[src/rtl/uart_tx_arbiter.sv]
// Two-source 8N1 UART transmitter: a debug bridge and the SoC UART share one txd line.
// Define UART_TX_ARB_RR_EN for round-robin arbitration; otherwise the debug bridge has fixed priority.
module uart_tx_arbiter #(
  parameter int CLK_FREQ = 50000000,
  parameter int BAUDRATE = 1000000
) (
  input  logic       clk_i,
  input  logic       rst_i,
  input  logic       dbg_valid_i,
  input  logic [7:0] dbg_data_i,
  output logic       dbg_accept_o,
  input  logic       soc_valid_i,
  input  logic [7:0] soc_data_i,
  output logic       soc_accept_o,
  output logic       txd_o,
  output logic       busy_o,
  output logic       owner_o
);

  // DIV must be at least 4 for the counter width and bit timing to make sense.
  localparam int DIV = CLK_FREQ / BAUDRATE;
  localparam int CW  = $clog2(DIV);

  typedef enum logic [1:0] {IDLE, START, DATA, STOP} state_t;

  // Handshake: a source holds valid and data stable until it sees its accept high
  // for one cycle; accept is only raised in IDLE and only to the granted source.
  state_t          state_q, state_d;
  logic [CW-1:0]   cnt_q, cnt_d;
  logic [2:0]      bit_q, bit_d;
  logic [7:0]      data_q, data_d;
  logic            owner_q, owner_d;
  logic            txd_q, txd_d;
  logic            grant_dbg, grant_soc;
  logic            can_accept;
  logic            cnt_last;

`ifdef UART_TX_ARB_RR_EN
  // On a tie the source that did not send the last frame wins.
  assign grant_dbg = dbg_valid_i & (~soc_valid_i | ~owner_q);
`else
  assign grant_dbg = dbg_valid_i;
`endif
  assign grant_soc = soc_valid_i & ~grant_dbg;

  assign can_accept   = (state_q == IDLE) & ~rst_i;
  assign dbg_accept_o = can_accept & grant_dbg;
  assign soc_accept_o = can_accept & grant_soc;

  assign cnt_last = (cnt_q == CW'(DIV - 1));

  assign txd_o   = txd_q;
  assign busy_o  = (state_q != IDLE);
  assign owner_o = owner_q;

  always_comb begin
    state_d = state_q;
    cnt_d   = cnt_q;
    bit_d   = bit_q;
    data_d  = data_q;
    owner_d = owner_q;
    txd_d   = txd_q;
    case (state_q)
      IDLE: begin
        txd_d = 1'b1;
        if (dbg_accept_o || soc_accept_o) begin
          data_d  = dbg_accept_o ? dbg_data_i : soc_data_i;
          owner_d = dbg_accept_o;
          state_d = START;
          cnt_d   = '0;
          bit_d   = '0;
          txd_d   = 1'b0;
        end
      end
      START: begin
        if (cnt_last) begin
          state_d = DATA;
          cnt_d   = '0;
          bit_d   = '0;
          txd_d   = data_q[0];
        end else begin
          cnt_d = cnt_q + CW'(1);
        end
      end
      DATA: begin
        if (cnt_last) begin
          cnt_d = '0;
          if (bit_q == 3'd7) begin
            state_d = STOP;
            bit_d   = '0;
            txd_d   = 1'b1;
          end else begin
            bit_d = bit_q + 3'd1;
            txd_d = data_q[bit_q + 3'd1];
          end
        end else begin
          cnt_d = cnt_q + CW'(1);
        end
      end
      STOP: begin
        if (cnt_last) begin
          state_d = IDLE;
          cnt_d   = '0;
          txd_d   = 1'b1;
        end else begin
          cnt_d = cnt_q + CW'(1);
        end
      end
      default: begin
        state_d = IDLE;
        txd_d   = 1'b1;
      end
    endcase
  end

  always_ff @(posedge clk_i) begin
    if (rst_i) begin
      state_q <= IDLE;
      cnt_q   <= '0;
      bit_q   <= '0;
      data_q  <= '0;
      owner_q <= 1'b0;
      txd_q   <= 1'b1;
    end else begin
      state_q <= state_d;
      cnt_q   <= cnt_d;
      bit_q   <= bit_d;
      data_q  <= data_d;
      owner_q <= owner_d;
      txd_q   <= txd_d;
    end
  end

endmodule

[config.mk]
export PLATFORM = sky130hd
export DESIGN_NAME = uart_tx_arbiter
export DESIGN_NICKNAME = d
export VERILOG_FILES = /design/src/rtl/uart_tx_arbiter.sv
export SDC_FILE = /design/constraint.sdc
export NUM_CORES = 1
export LEC_CHECK = 0
export CORE_UTILIZATION = 32
export CTS_BUF_LIST = sky130_fd_sc_hd__clkbuf_2 sky130_fd_sc_hd__clkbuf_4 sky130_fd_sc_hd__clkbuf_8
export CTS_CLUSTER_SIZE = 12
export DETAILED_ROUTE_END_ITERATION = 8
export SETUP_SLACK_MARGIN = 0.3
export SLEW_MARGIN = 5
export SYNTH_ARGS = -nofsm -noshare
export SYNTH_HDL_FRONTEND = slang
export SYNTH_SLANG_ARGS = --single-unit
[constraint.sdc]
create_clock -name clk_i -period 2.4 [get_ports clk_i]
set_input_delay 0.72 -clock clk_i [delete_from_list [all_inputs] [get_ports clk_i]]
set_output_delay 0.72 -clock clk_i [all_outputs]
set_load 0.005 [all_outputs]
Yosys cells after proc, flatten, opt, wreduce, memory -nomap -nowiden
Cells that the tools add are included.

Equality and inequality tests: 10. Muxes and demuxes: 23. Multipliers: 0. Magnitude comparators: 1. Divide/modulo/power cells: 0. $add $sub $neg: 2. Bitwise logic cells: 6. Reduce and logical (&&, ||, !) cells: 9. Shifts and indexed selects: 0.

Operator list (count): 3-bit two-way mux (4); 6-bit two-way mux (2); 6-bit case mux with 2 select lines (1); 2-bit two-way mux (5); 3-bit case mux with 3 select lines (1); 8-bit two-way mux (1); 2-bit != test (second input constant) (4); 2-bit case mux with 4 select lines (1); 6-bit by 1-bit adder with 6-bit output (second input constant) (1); 6-bit equality test (second input constant) (1); 1-bit two-way mux (6); 5-bit AND reduction (1); 1-bit bitwise AND (4); 2-bit equality test (second input constant) (2); 3-bit by 4-bit < comparator with 1-bit output (second input constant) (1); 1-bit case mux with 4 select lines (1); 4-bit AND reduction (1); 3-bit by 1-bit adder with 3-bit output (second input constant) (1); 1-bit binary-select mux with 3-bit select (1); 3-bit equality test (second input constant) (1); 3-bit AND reduction (1); 3-bit nonzero test (1); 3-bit OR reduction (1); 2-bit by 1-bit equality test with 1-bit output (second input constant) (1); 6 further kinds (7).

Output and inout port bits: 5. Bits in registers: 21. Input bits: 20. Bits in read-only memories: 0. Memories kept: 0. Latch bits: 0. Bits in writable memories: 0.

Depth between registers and ports, before layout
Gate-level depths: netlist of run 1.

Word-level depth: 6. Depth in mapped cells: 7.

Worst setup path after synthesis of run 1
Ideal clock, no wire load.

Path type: input to output. Start: input rst_i. End: output soc_accept_o. Setup slack: 275 ps. Arrival: 1405 ps. Stages on the path: 4. Required time: 1680 ps. Cells stage by stage: buf_4 nor2b_1 buf_2 and3b_1.

Word-level cells in the longest chain between the ends: 3.

RTL lines: start, declared (RTL line 8) `input logic rst_i,`; 1-bit inverter (RTL line 46) `assign can_accept = (state_q == IDLE) & ~rst_i;`; 1-bit bitwise AND (RTL line 46); 1-bit bitwise AND (RTL line 48) `assign soc_accept_o = can_accept & grant_soc;`; end, declared (RTL line 14) `output logic soc_accept_o,`.

No other way between the ends.

Worst setup path in the final report of run 1
Start: register state_q[1]. End: output soc_accept_o.

Word-level cells in the longest chain between the ends: 3.

RTL lines: start, declared (RTL line 28) `state_t state_q, state_d;`; start signal, assigned (RTL line 125) `state_q <= state_d;`; 2-bit zero test (RTL line 46); 1-bit bitwise AND (RTL line 46); 1-bit bitwise AND (RTL line 48).

No other way between the ends.

==> out/results.txt, run 1 <==
Area Growth Syn to Fin: 33.4%
Clk_skew: 0.0134 ns
Largest net degree at the start of global routing: 19
Reg power frac: 29.4%
First-pass GRT wire length: 5440 um
Pwr per Cell Area: 913 nW/um^2
Gpl congestion: 0.803
Reg2Reg Setup Slack: 0.58 ns
Count leader, synth: dfxtp_1
Final Cycle Share: 86.8%
I/O Buffers: 24
DRC viols: 0
Vias in the first global route: 1,235
Hold Path End: bit_q[1]$_SDFFE_PP0P_
Critical Path Max Stage Delay: 0.34 ns
Root buf cell: clkbuf_8
CTS tree: done
Post-synthesis cell count: 152
Switch share: 38.4%
CTS Hold Bufs: 0
Worst slew pin tran: 0.364 ns
First DRT Iteration DRCs: 37
Synth top area share: 31.3%
Full die area: 4460 um^2
Critical Path AT: 1.36 ns
Slew Viols, Final: 0
Min-Delay Path Class: register to register
Synth warn: 0
Antenna Nets Post-Route: 0
Post-synth cell types: 42
Worst VDD drop: 0.444 mV
Drt via density: 5.28
Nature of the critical path endpoint: output port
Worst-case clock buffer depth: 2
DPL Wire Length: 2340 um
Max-slew headroom: 75.7%
DRT Pass-1 Iters: 4
Maximum clock frequency: 0.480 GHz
Worst setup path class: register to output port
CTS Buf Count: 3
Clock net sink count: 21
Clk pwr share: 15.7%
Outcome: completed
#FFs+latches synth: 21
H-tree depth: 1
Crit path launch type: register
Top FF cell, synth: dfxtp_1
Die W: 66.8 um
Post-synthesis sequential area ratio: 31.3%
Placed Cells: 229
Syn Nets: 181
Leakage: 0.743 nW
Reg2reg end: txd_o$_SDFFE_PP1P_
Total GRT Usage: 16.2%
Psw: 0.000629 W
ANT cells: 0
Vias: 1,262
Post-layout min period: 2.08 ns
Fin. Hold Viols: 0
Hold path startpoint: bit_q[1]$_SDFFE_PP0P_
CP Cell Sequence: inv_2, ha_4, nor2b_4, buf_6, and3b_1, clkbuf_2
Worst hold path depth: 2
Layout cells sized above 1: 22.8%
Max-cap violations: 0
WL/cell: 13.1 um
Hold WS: 0.500 ns
# rows: 23
Ports: 25
Critical path fanouts, max: 3
Post-synthesis average cell area: 8.83 um^2
Reg2Reg Depth: 5
Post-Syn Area: 1340 um^2
Worst path slowest cell: dfxtp_2
CP Data Required Time: 1.68 ns
Fin nets: 219
Core ar.: 4000 um^2
DRT met1 WL: 1440 um
Detail Route met2 WL: 1500 um
Final wirelength: 3130 um
Ys async rst share: 0%
Area leader, netlist: dfxtp_1
Fillers: 372
DR top layer: met4
Clock slew at reported path FFs: 0.09 ns
RSZ-0062 raised after global routing: true
Top cells by count, synth: dfxtp_1 (21), nor2_1 (18), nand3_1 (15)
DR WL met3: 148 um
Initial cell density of the core: 33.6%
Endpoints failing setup: 0
Final design utilization: 44.8%
Initial antenna violation count: 0
Post-synth EDFFs: 0
R2r startpoint: bit_q[0]$_SDFFE_PP0P_
Die height: 66.8 um
Overflow after GRT: 0
Clock network latency to the later pin of the worst-skew pair: 0.27 ns
Top post-synthesis cells by area: dfxtp_1 (31%), ha_1 (8.4%), nand3_1 (5.6%)
Combinational power share: 55.0%
Int Power: 0.00101 W
Layout Cells excl Fill: 239
## sequential cells by signal (all words and copies together) (netlist names)
register,cells
state_q,2
data_q,8
owner_o,1
cnt_q,6
bit_q,3
txd_o,1
## cells by family after synthesis
group                      Yosys count  share of synthesized area, %
adders and majority gates            9                          8.39
xor gates and xnor gates             5                          3.26
and+or+nand+nor                     58                          22.6
DFF                                 21                          31.3
buffers and inverters               16                          5.59
AOI/OAI and AO/OA                   39                          24.0
muxes                                4                          4.85
## how the worst max path moves through the flow
stage                       startpoint           end  depth (start not counted)  slack, ns
2_1_floorplan                    rst_i  soc_accept_o                          4       0.30
3_3_place_gp                     rst_i  soc_accept_o                          4      -0.35
3_5_place_dp                     rst_i  soc_accept_o                          4      -0.38
4_1_cts                    soc_valid_i  soc_accept_o                          3       0.10
5_1_grt        state_q[1]$_SDFFE_PP0P_  soc_accept_o                          6       0.25
6_report       state_q[1]$_SDFFE_PP0P_  soc_accept_o                          6       0.32
## what timing repair did
action                                  4_1_cts  5_1_grt
pin swaps                                     1        2
gates resized for setup                      18        7
setup buffers                                 5        1
endpoints found under the setup margin        3        2
## per-layer routing
metal	global-route usage, %	up-vias
met5	0	-
met4	5.59	0
met3	3.25	5
met2	28.5	36
met1	19.2	590
li1	-	631
## layout by cell type, fill, tap and decap left out, drive strengths merged, types with 2 or more instances in the layout
cell type      instances
dfxtp                 21
nor2                  19
buf                   19
clkdlybuf4s50         18
nand3                 15
nand2                 15
ha                     9
a311oi                 8
inv                    8
a21oi                  7
xnor2                  5
a211oi                 5
clkbuf                 5
o21ai                  3
o22ai                  2
a21o                   2
nand4                  2
mux4                   2
mux2i                  2
a32oi                  2
dlygate4sd2            2
nand4b                 2
o21bai                 2
## metrics by stage
stage / cell area, um^2 / total power, W / setup slack [ns] / setup TNS [ns]
after detailed placement: 1680 / 0.00128 / -0.376 / -0.725
after global placement: 1680 / 0.00127 / -0.345 / -0.658
final: 1790 / 0.00164 / 0.316 / 0
after CTS: 1780 / 0.00161 / 0.102 / 0
after floorplan: 1350 / 0.00103 / 0.300 / 0
after global routing: 1790 / 0.00177 / 0.247 / 0
## critical path, delay by kind of cell (launching register included)
kind / cells / cell delay (ns)
buffers and inverters: 3 / 0.30
and+or+nand+nor: 2 / 0.31
adders and majority gates: 1 / 0.14
DFF: 1 / 0.34
## final cells by class
cell class              instances  area [um^2]  share of cell area (%)
clock buffers                   4         48.8                    2.73
inverters                       8         32.5                    1.82
multi-input cells             115          867                    48.4
flip-flops and latches         21          423                    23.6
well taps                      50         62.6                    3.49
repair buffers                 41          357                    19.9
## power groups by stage
stage	combinational, W	clock (W)	sequential (W)
2_1_floorplan	0.000552	0	0.000474
3_3_place_gp	0.000781	0	0.000484
3_5_place_dp	0.000794	0	0.000489
4_1_cts	0.000868	0.000262	0.000479
5_1_grt	0.000999	0.000280	0.000490
6_report	0.000899	0.000256	0.000480
No activity file was read; power rests on OpenSTA's default activity.
==> run 2, diff against run 1 <==
Settings changed: MAX_ROUTING_LAYER set to met4.
==> out/results.txt, run 2 (same netlist as run 1, synthesis figures left out) <==
First DRT Iteration DRCs: 37 (unchanged)
Total GRT Usage: 16.6% (+0.43 points)
H-tree depth: 1 (unchanged)
Outcome: completed
Worst setup path class: register to output port
Most frequent cells in the layout: dfxtp_1 (19), nor2_1 (18), clkdlybuf4s50_1 (18)
Crit path launch type: register
Clock net sink count: 21 (unchanged)
Ports: 25 (unchanged)
Area Growth Syn to Fin: 33.4% (unchanged)
R2r startpoint: bit_q[0]$_SDFFE_PP0P_
Core ar.: 4000 um^2 (unchanged)
Pwr per Cell Area: 913 nW/um^2 (about the same)
Worst hold path depth: 2 (unchanged)
Die W: 66.8 um (unchanged)
Slew Viols, Final: 0 (unchanged)
Final Cycle Share: 86.8% (unchanged)
Largest net degree at the start of global routing: 19 (unchanged)
Fin nets: 219 (unchanged)
Critical Path AT: 1.36 ns (about the same)
Post-place setup slack: -0.376 ns (unchanged)
CTS tree: done
Largest Register: data_q
Hold Path End: bit_q[1]$_SDFFE_PP0P_
Gpl congestion: 0.814 (+1.5%)
Initial antenna violation count: 0 (unchanged)
First-pass GRT wire length: 5440 um (unchanged)
Nature of the critical path endpoint: output port
Maximum clock frequency: 0.480 GHz (unchanged)
Final wirelength: 3140 um (+0.42%)
Worst VDD drop: 0.444 mV (about the same)
Max-cap violations: 0 (unchanged)
Drt via density: 5.28 (about the same)
DRC viols: 0 (unchanged)
CP Data Required Time: 1.68 ns (about the same)
WL/cell: 13.2 um (+0.42%)
Hold path startpoint: bit_q[1]$_SDFFE_PP0P_
Post-layout min period: 2.08 ns (unchanged)
DRT Pass-1 Iters: 4 (unchanged)
Vias in the first global route: 1,234 (-0.081%)
Reg2reg end: txd_o$_SDFFE_PP1P_
Layout cells sized above 1: 22.8% (unchanged)
Clock slew at reported path FFs: 0.09 ns (about the same)
CTS Buf Count: 3 (unchanged)
Crit path launch: state_q[1]$_SDFFE_PP0P_
Critical path fanouts, max: 3 (unchanged)
Full die area: 4460 um^2 (unchanged)
Worst-case clock buffer depth: 2 (unchanged)
Root buf cell: clkbuf_8
Clock network latency to the later pin of the worst-skew pair: 0.27 ns (about the same)
Largest registers: data_q (8), cnt_q (6), bit_q (3)
ANT cells: 0 (unchanged)
DPL Wire Length: 2340 um (unchanged)
Commonest non-fill, non-tap cell in the layout: dfxtp_1
Overflow after GRT: 0 (unchanged)
Reg2Reg Setup Slack: 0.58 ns (about the same)
Max-slew headroom: 75.7% (unchanged)
Reg2Reg Depth: 5 (unchanged)
Initial cell density of the core: 33.6% (unchanged)
I/O Buffers: 24 (unchanged)
RSZ-0062 raised after global routing: true
Final design utilization: 44.8% (unchanged)
Largest register FFs: 8 (unchanged)
Leakage: 0.743 nW (unchanged)
Worst slew pin tran: 0.364 ns (unchanged)
Fillers: 372 (unchanged)
Antenna Nets Post-Route: 0 (unchanged)
Setup WS post-layout: 0.316 ns (unchanged)
Min-Delay Path Class: register to register
Endpoints failing setup: 0 (unchanged)
Fin. Hold Viols: 0 (unchanged)
# rows: 23 (unchanged)
Die height: 66.8 um (unchanged)
Vias: 1,261 (-0.079%)
Clk_skew: 0.0132 ns (-0.000211 ns)
-- run 2: metal layers --
metal / global-route usage, % / vias up / share of wire (%)
met5: - / - / 0
met4: 5.59 / 0 / 1.3
met3: 3.08 / 5 / 4.6
met2: 28.5 / 36 / 48
met1: 19.3 / 589 / 46
li1: - / 631 / -
-- run 2: critical path: stages, from the launching register on --
cell	delay, ns
dfxtp_2	0.34
inv_2	0.09
ha_4	0.14
nor2b_4	0.16
buf_6	0.10
and3b_1	0.15
clkbuf_2	0.11
-- run 2: cell type report --
cell class	count	area, um^2	area share, %
Clock buffer	4	48.8	2.73
Inverter	8	32.5	1.82
Multi-Input combinational cell	115	867	48.4
Sequential cell	21	423	23.6
Tap cell	50	62.6	3.49
Timing Repair Buffer	41	357	19.9
-- run 2: report_power, final --
group / internal [W] / total [W] / switching [W] / leakage (nW)
registers: 0.000426 / 0.000480 / 0.0000535 / 0.173
logic: 0.000450 / 0.000899 / 0.000449 / 0.544
clock network: 0.000130 / 0.000256 / 0.000126 / 0.0262
total: 0.00101 / 0.00164 / 0.000629 / 0.743
-- run 2: how the worst max path moves through the flow --
stage | endpoint | depth (start not counted)
6_report | soc_accept_o | 6
5_1_grt | soc_accept_o | 6
4_1_cts | soc_accept_o | 3
3_3_place_gp | soc_accept_o | 4
2_1_floorplan | soc_accept_o | 4
3_5_place_dp | soc_accept_o | 4
-- run 2: stage by stage --
step | hold slack (ns) | cells | TNS, ns | total power, W | cell area (um^2)
finish | 0.500 | 239 | 0 | 0.00164 | 1790
global route | 0.522 | 239 | 0 | 0.00177 | 1790
detailed placement | 0.492 | 229 | -0.725 | 0.00128 | 1680
global placement | 0.472 | 229 | -0.658 | 0.00127 | 1680
CTS | 0.501 | 238 | 0 | 0.00161 | 1780
floorplan | 0.458 | 152 | 0 | 0.00103 | 1350
-- run 2: timing repair --
item                                    4_1_cts  5_1_grt
buffers inserted                              5        1
endpoints found under the setup margin        3        2
hold buffers                                  0        0
endpoints found under the hold margin         0        0
pin swaps                                     1        2
gates resized for setup                      18        7
==> run 3, diff against run 2 <==
Settings changed: CORE_MARGIN set to 5, SLEW_MARGIN 5 to 15, TNS_END_PERCENT set to 10.
==> out/results.txt, run 3 (same netlist as run 1, synthesis figures left out) <==
Outcome: completed
H-tree depth: 1 (unchanged)
Worst slew pin tran: 0.392 ns (+0.0276 ns)
# rows: 23 (unchanged)
Fin. Hold Viols: 0 (unchanged)
Post-layout min period: 2.03 ns (-0.0545 ns)
First-pass GRT wire length: 5790 um (+6.3%)
Endpoints failing setup: 0 (unchanged)
Die W: 74.8 um (+12%)
Clk_skew: 0.00226 ns (-0.0109 ns)
Drt via density: 5.31 (+0.70%)
RSZ-0062 raised after global routing: false
Core ar.: 4030 um^2 (+0.72%)
Min-Delay Path Class: register to register
Layout Cells excl Fill: 233 (-2.5%)
Vias in the first global route: 1,323 (+7.2%)
Placed Cells: 227 (-0.87%)
Root buf cell: clkbuf_8
Pwr per Cell Area: 896 nW/um^2 (-1.9%)
WL/cell: 13.3 um (+1.3%)
Largest net degree at the start of global routing: 19 (unchanged)
Leakage: 0.709 nW (-4.6%)
Largest registers: data_q (8), cnt_q (6), bit_q (3)
Clock network latency to the later pin of the worst-skew pair: 0.26 ns (about the same)
Worst-case clock buffer depth: 2 (unchanged)
Most frequent cells in the layout: dfxtp_1 (19), nor2_1 (18), clkdlybuf4s50_1 (18)
Final Cycle Share: 84.6% (-2.3 points)
Clock net sink count: 21 (unchanged)
Area Growth Syn to Fin: 30.2%
Full die area: 5590 um^2 (+25%)
Initial cell density of the core: 33.3% (-0.24 points)
Worst setup path class: input pin to output port
Crit path launch type: input pin
Maximum clock frequency: 0.493 GHz (+2.7%)
Max-slew headroom: 73.8% (-1.8 points)
Antenna Nets Post-Route: 0 (unchanged)
Total GRT Usage: 13.3% (-3.4 points)
First DRT Iteration DRCs: 37 (unchanged)
Overflow after GRT: 0 (unchanged)
Clock slew at reported path FFs: 0.08 ns (about the same)
Largest register FFs: 8 (unchanged)
Nature of the critical path endpoint: output port
Commonest non-fill, non-tap cell in the layout: dfxtp_1
Die height: 74.8 um (+12%)
ANT cells: 0 (unchanged)
CTS Buf Count: 3 (unchanged)
Initial antenna violation count: 0 (unchanged)
Critical Path AT: 1.31 ns (-0.05 ns)
CTS tree: done
Worst VDD drop: 0.484 mV (+9.1%)
I/O Buffers: 24 (unchanged)
DRT Pass-1 Iters: 4 (unchanged)
DPL Wire Length: 2470 um (+5.5%)
CP Data Required Time: 1.68 ns (about the same)
Post-Layout Inst Area: 1750 um^2 (-2.4%)
DRC viols: 0 (unchanged)
Final wirelength: 3110 um (-1.2%)
Slew Viols, Final: 0 (unchanged)
Fin nets: 213 (-2.7%)
Reg2Reg Setup Slack: 0.61 ns (+0.03 ns)
Setup_tns: 0 ns (unchanged)
Fillers: 411 (+10%)
Vias: 1,238 (-1.8%)
Dpl cell area: 1680 um^2 (-0.15%)
Max-cap violations: 0 (unchanged)
Largest Register: data_q
Layout cells sized above 1: 20.2% (-2.5 points)
Ports: 25 (unchanged)
Critical path fanouts, max: 4 (+1)
Gpl congestion: 0.788 (-3.3%)
-- run 3: final timing paths --
check,from,endpoint,cells past startpoint
setup reg to reg,bit_q[0]$_SDFFE_PP0P_,txd_o$_SDFFE_PP1P_,5
hold / removal,bit_q[1]$_SDFFE_PP0P_,bit_q[1]$_SDFFE_PP0P_,2
setup / recovery,dbg_valid_i,soc_accept_o,3
hold reg to reg,bit_q[1]$_SDFFE_PP0P_,bit_q[1]$_SDFFE_PP0P_,2
-- run 3: cell type report --
type                    count  area, um^2  share of cell area, %
repair buffers             35         317                   18.1
multi-input cells         115         867                   49.6
well taps                  50        62.6                   3.58
inverters                   8        30.0                   1.72
clock buffers               4        48.8                   2.79
flip-flops and latches     21         423                   24.2
-- run 3: repair_timing --
action | 4_1_cts | 5_1_grt
setup buffers | 2 | 0
pin swaps | 2 | 2
endpoints found under the setup margin | 3 | 2
hold buffers | 0 | 0
resized for setup | 20 | 3
gates cloned | 0 | 0
-- run 3: where the power goes --
| group | switching (W) | internal, W |
|---|---|---|
| clock network | 0.000113 | 0.000129 |
| registers | 0.0000534 | 0.000426 |
| logic | 0.000438 | 0.000406 |
-- run 3: per-stage QoR --
step | setup WS [ns] | hold slack, ns | utilization [%] | power, W
final | 0.370 | 0.498 | 43.4 | 0.00157
after floorplan | 0.300 | 0.458 | - | 0.00103
after CTS | 0.261 | 0.500 | 43.4 | 0.00157
after global placement | -0.313 | 0.472 | 41.7 | 0.00126
after global routing | 0.294 | 0.525 | 43.4 | 0.00171
after detailed placement | -0.386 | 0.488 | 41.7 | 0.00128
-- run 3: critical path, stage by stage --
cell           delay (ns)
dlygate4sd2_1        0.27
and3b_1              0.21
buf_2                0.11
-- run 3: layer usage --
| layer | track usage (%) | share of wire, % | up-vias |
|---|---|---|---|
| met5 | - | 0 | - |
| met4 | 2.77 | 2.0 | 0 |
| met3 | 3.60 | 5.4 | 9 |
| met2 | 21.8 | 47 | 41 |
| met1 | 16.4 | 45 | 568 |
| li1 | - | - | 620 |
